File: src/rtl/aes_engine_pkg.sv
// aes_engine_pkg: shared width, scheduler state encoding and requester id type
package aes_engine_pkg;
  localparam int BLOCK_W = 128;
  typedef enum logic [2:0] {IDLE, RUN, RELEASE, WAIT_CLR, RESP} state_t;
  typedef logic req_id_t;
endpackage

File: src/rtl/rr_arbiter2.sv
// rr_arbiter2: two-way round-robin grant; ties go to the requester not served last
module rr_arbiter2 (
  input  logic       clk,
  input  logic       rst_,
  input  logic [1:0] valid,
  input  logic       prev_grant,
  input  logic       accept,
  output logic [1:0] grant,
  output logic       last_grant
);
  logic last_grant_q, last_grant_d;
  always_comb begin
    grant = &valid ? (prev_grant ? 2'b01 : 2'b10) : valid;
    last_grant_d = accept ? grant[1] : last_grant_q;
  end
  always_ff @(posedge clk) last_grant_q <= rst_ ? 1'b1 : last_grant_d;
  assign last_grant = last_grant_q;
endmodule

File: src/rtl/aes_transformer_scheduler.sv
// aes_transformer_scheduler: shares one round transformer between two requesters,
// drives its start/done/output_read handshake and returns tagged results with a watchdog abort.
module aes_transformer_scheduler #(
  parameter int BLOCK_W        = 128,
  parameter int TIMEOUT_CYCLES = 64
) (
  input  logic               clk,
  input  logic               rst_,
  input  logic               req0_valid,
  output logic               req0_ready,
  input  logic [BLOCK_W-1:0] req0_data,
  input  logic               req1_valid,
  output logic               req1_ready,
  input  logic [BLOCK_W-1:0] req1_data,
  output logic               resp_valid,
  input  logic               resp_ready,
  output logic               resp_id,
  output logic [BLOCK_W-1:0] resp_data,
  output logic               resp_error,
  output logic [BLOCK_W-1:0] plaintext,
  output logic               transformer_start,
  input  logic               transformer_done,
  output logic               output_read,
  input  logic [BLOCK_W-1:0] ciphertext,
  output logic               busy
);
  import aes_engine_pkg::*;
  localparam int WD_W = $clog2(TIMEOUT_CYCLES + 1);
  localparam logic [WD_W-1:0] WD_MAX  = WD_W'(TIMEOUT_CYCLES);
  localparam logic [WD_W-1:0] WD_LAST = WD_W'(TIMEOUT_CYCLES - 1);
  state_t state_q, state_d;
  logic [WD_W-1:0] wd_q, wd_d;
  logic [BLOCK_W-1:0] plaintext_q, plaintext_d, resp_data_q, resp_data_d;
  req_id_t owner_q, owner_d;
  logic err_q, err_d;
  logic [1:0] grant;
  logic last_grant, accept, wd_exp;
  rr_arbiter2 u_arb (
    .clk       (clk),
    .rst_      (rst_),
    .valid     ({req1_valid, req0_valid}),
    .prev_grant(last_grant),
    .accept    (accept),
    .grant     (grant),
    .last_grant(last_grant)
  );
  assign accept = (state_q == IDLE) && |grant;
  // expiry is judged on the cycle whose increment would reach TIMEOUT_CYCLES
  assign wd_exp = wd_q >= WD_LAST;
  always_comb begin
    state_d = state_q;
    wd_d = (wd_q == WD_MAX) ? wd_q : wd_q + 1'b1;
    plaintext_d = plaintext_q;
    resp_data_d = resp_data_q;
    owner_d = owner_q;
    err_d = err_q;
    case (state_q)
      IDLE: if (accept) begin
        state_d = RUN;
        plaintext_d = grant[1] ? req1_data : req0_data;
        owner_d = grant[1];
        wd_d = '0;
      end
      RUN: if (transformer_done || wd_exp) begin
        state_d = RELEASE;
        resp_data_d = transformer_done ? ciphertext : '0;
        err_d = !transformer_done;
      end
      RELEASE: begin
        state_d = WAIT_CLR;
        wd_d = '0;
      end
      WAIT_CLR: if (!transformer_done) state_d = RESP;
      else if (wd_exp) begin
        state_d = RESP;
        resp_data_d = '0;
        err_d = 1'b1;
      end
      RESP: if (resp_ready) state_d = IDLE;
      default: state_d = IDLE;
    endcase
  end
  always_ff @(posedge clk) begin
    if (rst_) begin
      state_q <= IDLE;
      wd_q <= '0;
      plaintext_q <= '0;
      resp_data_q <= '0;
      owner_q <= 1'b0;
      err_q <= 1'b0;
    end else begin
      state_q <= state_d;
      wd_q <= wd_d;
      plaintext_q <= plaintext_d;
      resp_data_q <= resp_data_d;
      owner_q <= owner_d;
      err_q <= err_d;
    end
  end
  assign req0_ready = (state_q == IDLE) && grant[0];
  assign req1_ready = (state_q == IDLE) && grant[1];
  assign transformer_start = state_q == RUN;
  assign output_read = state_q == RELEASE;
  assign resp_valid = state_q == RESP;
  assign busy = state_q != IDLE;
  assign plaintext = plaintext_q;
  assign resp_data = resp_data_q;
  assign resp_id = owner_q;
  assign resp_error = err_q;
endmodule

File: config.mk
export PLATFORM = sky130hd
export DESIGN_NAME = aes_transformer_scheduler
export DESIGN_NICKNAME = d
export VERILOG_FILES = /design/src/rtl/aes_engine_pkg.sv /design/src/rtl/rr_arbiter2.sv /design/src/rtl/aes_transformer_scheduler.sv
export SDC_FILE = /design/constraint.sdc
export NUM_CORES = 1
export LEC_CHECK = 0
export ABC_AREA = 1
export CAP_MARGIN = 20
export CORE_AREA = 5 5 254 256
export DETAILED_ROUTE_END_ITERATION = 12
export DIE_AREA = 0 0 259 261
export PLACE_DENSITY = 0.57
export SLEW_MARGIN = 20
export SYNTH_ARGS = -nofsm -noshare
export SYNTH_HDL_FRONTEND = slang
export SYNTH_SLANG_ARGS = --single-unit
export TNS_END_PERCENT = 5
File: constraint.sdc
create_clock -name clk -period 2.09 [get_ports clk]
set_input_delay 0.3135 -clock clk [delete_from_list [all_inputs] [get_ports clk]]
set_output_delay 0.3135 -clock clk [all_outputs]
set_load 0.02 [all_outputs]
==> impl_metrics.sql <==
INSERT INTO impl_metrics (metric_group, metric, value, unit) VALUES
('timing', 'post-route-period-util', '94.83', '%'),
('logic_synthesis', 'synth_top_area_share', '44.41', '%'),
('global_route', 'wire_length_of_the_first_global_routing_pass', '86330', 'µm'),
('logic_synthesis', 'synth-seq-cells', '269', ''),
('logic_synthesis', 'yosys.area.top_type', 'dfxtp_1', ''),
('timing', 'unrepaired_setup_endpoints_after_global_routing', 'yes', ''),
('final_layout', 'multiInputGateArea', '0.005916', 'mm²'),
('logic_synthesis', 'yosysSeqAreaShare', '44.41', '%'),
('global_route', 'aggregate_global_route_resource_usage', '16.32', '%'),
('floorplanning', 'floorplan.die_area', '0.06760', 'mm²'),
('route', 'detailroute.via_count', '14230', ''),
('final_layout', 'fillers', '6583', ''),
('global_route', 'grt_start_max_net_pins', '129', ''),
('critical_path', 'slowest_delay', '380', 'ps'),
('critical_path', 'sort_of_element_at_the_start_of_the_critical_path', 'flip-flop', ''),
('logic_synthesis', 'synth_area_per_cell', '7.162', 'µm²'),
('route', 'avgRoutedWirePerCell', '18.47', 'µm'),
('logic_synthesis', 'post_synth_fa_ha_maj_area_fraction', '0.2064', '%'),
('clocking', 'insertion_delay', '530', 'ps'),
('floorplanning', 'die_height', '261', 'µm'),
('logic_synthesis', 'netlist_top_cells_count', 'nand2_1, dfxtp_1, nand3_1', ''),
('power', 'power_per_cell_area', '936.4', 'mW/mm²'),
('logic_synthesis', 'synth_compound_gate_area_share', '12.43', '%'),
('timing', 'timing.slew.headroom', '45.56', '%'),
('floorplanning', 'top_level_ports', '654', ''),
('route', 'number_of_drc_violations_after_detailed_routing_iteration_0', '938', ''),
('placement', 'final_weighted_congestion_in_routability_driven_placement', '0.8582', ''),
('timing', 'fin_tns_setup', '0', 'ps'),
('placement', 'preCtsSetupSlack', '-14.75', 'ps'),
('logic_synthesis', 'synth-warning-count', '0', ''),
('timing', 'report.final.setup_viol', '0', ''),
('logic_synthesis', 'netlist_area', '0.01213', 'mm²'),
('clocking', 'tritoncts.num_buffers', '35', ''),
('placement', 'numPortBuffers', '653', ''),
('critical_path', 'critPathKind', 'reg -> out', ''),
('route', 'detail_route.drc_violations', '0', ''),
('timing', 'fmaxAchievable', '0.5046', 'GHz'),
('timing', 'slew_violations', '0', ''),
('clocking', 'cts_root_buffer', 'clkbuf_16', ''),
('route', 'postRouteAntennaNets', '0', ''),
('timing', 'worst_pin_slew', '816.6', 'ps'),
('timing', 'worst_clock_skew', '12.70', 'ps'),
('critical_path', 'critical_path.cell_chain', 'inv_2 -> nand2_1 -> buf_4 -> clkdlybuf4s15_1', ''),
('floorplanning', 'core_area', '0.06227', 'mm²'),
('clocking', 'clk_transition_reported_paths', '60', 'ps'),
('critical_path', 'worst_setup_path_end_kind', 'output pin', ''),
('global_route', 'number_of_global_route_vias_before_repair', '14000', ''),
('timing', 'hold_viol', '0', ''),
('logic_synthesis', 'ys_dominant_reg_cell', 'dfxtp_1', ''),
('clocking', 'cts_tree', 'built', ''),
('placement', 'dpl_hpwl', '44660', 'µm'),
('final_layout', 'drive_gt1_share', '12.45', '%'),
('logic_synthesis', 'synth_cell_types', '27', ''),
('logic_synthesis', 'synth_simple_gate_area_share', '35.62', '%'),
('route', 'route.final.wire_length', '58950', 'µm'),
('power', 'p_leak', '8.301', 'nW'),
('route', 'dr.pass1.iters', '5', ''),
('critical_path', 'cp_data_required_time', '1780', 'ps'),
('clocking', 'clock-sinks', '269', ''),
('logic_synthesis', 'synthesis.instances', '1693', ''),
('clocking', 'htreeDepth', '2', ''),
('clocking', 'cts.path.max_buffers', '3', ''),
('logic_synthesis', 'synth_async_sr_flop_share', '0', '%'),
('run_status', 'status', 'complete, no violations', ''),
('timing', 'worst_path_setup_slack_after_routing', '108.2', 'ps'),
('final_layout', 'finish.net_count', '2699', ''),
('critical_path', 'critPathSlowestCell', 'dfxtp_1', ''),
('timing', 'finalWorstPathRequiredPeriod', '1982', 'ps'),
('global_route', 'number_of_antenna_violations_at_the_first_check_in_global_routing', '18', ''),
('power', 'worst_vdd_drop', '0.0005826', 'V'),
('floorplanning', 'initial_core_util', '19.47', '%');
-- placed cells by master (no fill, tap or decap), types with 8 or more instances in the layout --
cell	count
inv_1	31
diode_2	16
nand2_1	412
nor2_2	143
buf_4	49
clkdlybuf4s50_1	646
nor2_1	145
clkbuf_16	35
nand3_1	248
o21ai_0	131
dfxtp_1	269
buf_12	28
a31oi_1	130
clkbuf_1	8
-- where the power goes --
part	internal [mW]	total [mW]	switching, mW
registers	6.01	6.55	0.534
clock network	3.60	5.99	2.39
logic	3.32	7.23	3.91
-- worst max-delay path, delay by kind of cell, from the launching register on --
kind	cells	cell delay, ps
AND/OR/NAND/NOR	1	170
buffers and inverters	3	580
flip-flops	1	380
-- flip-flops by register name (all words and copies together) (netlist names) --
name and count:
state_q 3, resp_error 1, resp_data 128, resp_id 1, plaintext 128, u_arb.last_grant 1, wd_q 7
-- stage by stage --
step / instance area, µm² / cells / util [%] / power [mW]
after floorplan: 12130 / 1693 / - / 10.22
after global placement: 19970 / 3116 / 32.06 / 13.85
after detailed placement: 19970 / 3116 / 32.06 / 13.91
after CTS: 21080 / 3175 / 33.84 / 20.09
after global routing: 21110 / 3187 / 33.89 / 20.89
final: 21120 / 3191 / 33.91 / 19.77
-- final timing paths --
kind	from	cells past startpoint	to	slack (ps)
worst min-delay path	req1_valid	5	resp_id	260
worst max-delay path	state_q[1]	4	busy	110
worst min register to register	resp_id	2	resp_id	460
worst max register to register	wd_q[1]	12	resp_data[38]	240
-- logic make-up after synthesis --
group / after synthesis
xor gates and xnor gates: 3
DFF: 269
buffers and inverters: 189
and+or+nand+nor: 963
AOI/OAI and AO/OA: 267
adders and majority gates: 2
-- area by class of cell --
type,count,area share (%)
Antenna cell,16,0.1896
Clock buffer,47,4.550
Clock inverter,12,0.7288
Inverter,37,0.6991
Multi-Input combinational cell,1235,28.01
Sequential cell,269,25.50
Tap cell,846,5.012
Timing Repair Buffer,729,35.31
-- repair_timing --
item,in CTS,in global routing
cloned,0,0
hold buffers,0,0
setup endpoints to repair,5,16
resized for setup,7,9
-- metal layers --
layer | GRT usage (%) | share of wire [%] | up-vias
met2 | 26.87 | 47 | 636
met3 | 5.775 | 9.5 | 96
met5 | 0 | 0.017 | -
met1 | 19.23 | 39 | 6640
li1 | - | - | 6858
met4 | 7.304 | 3.9 | 2
No activity file was read; power rests on OpenSTA's default activity.
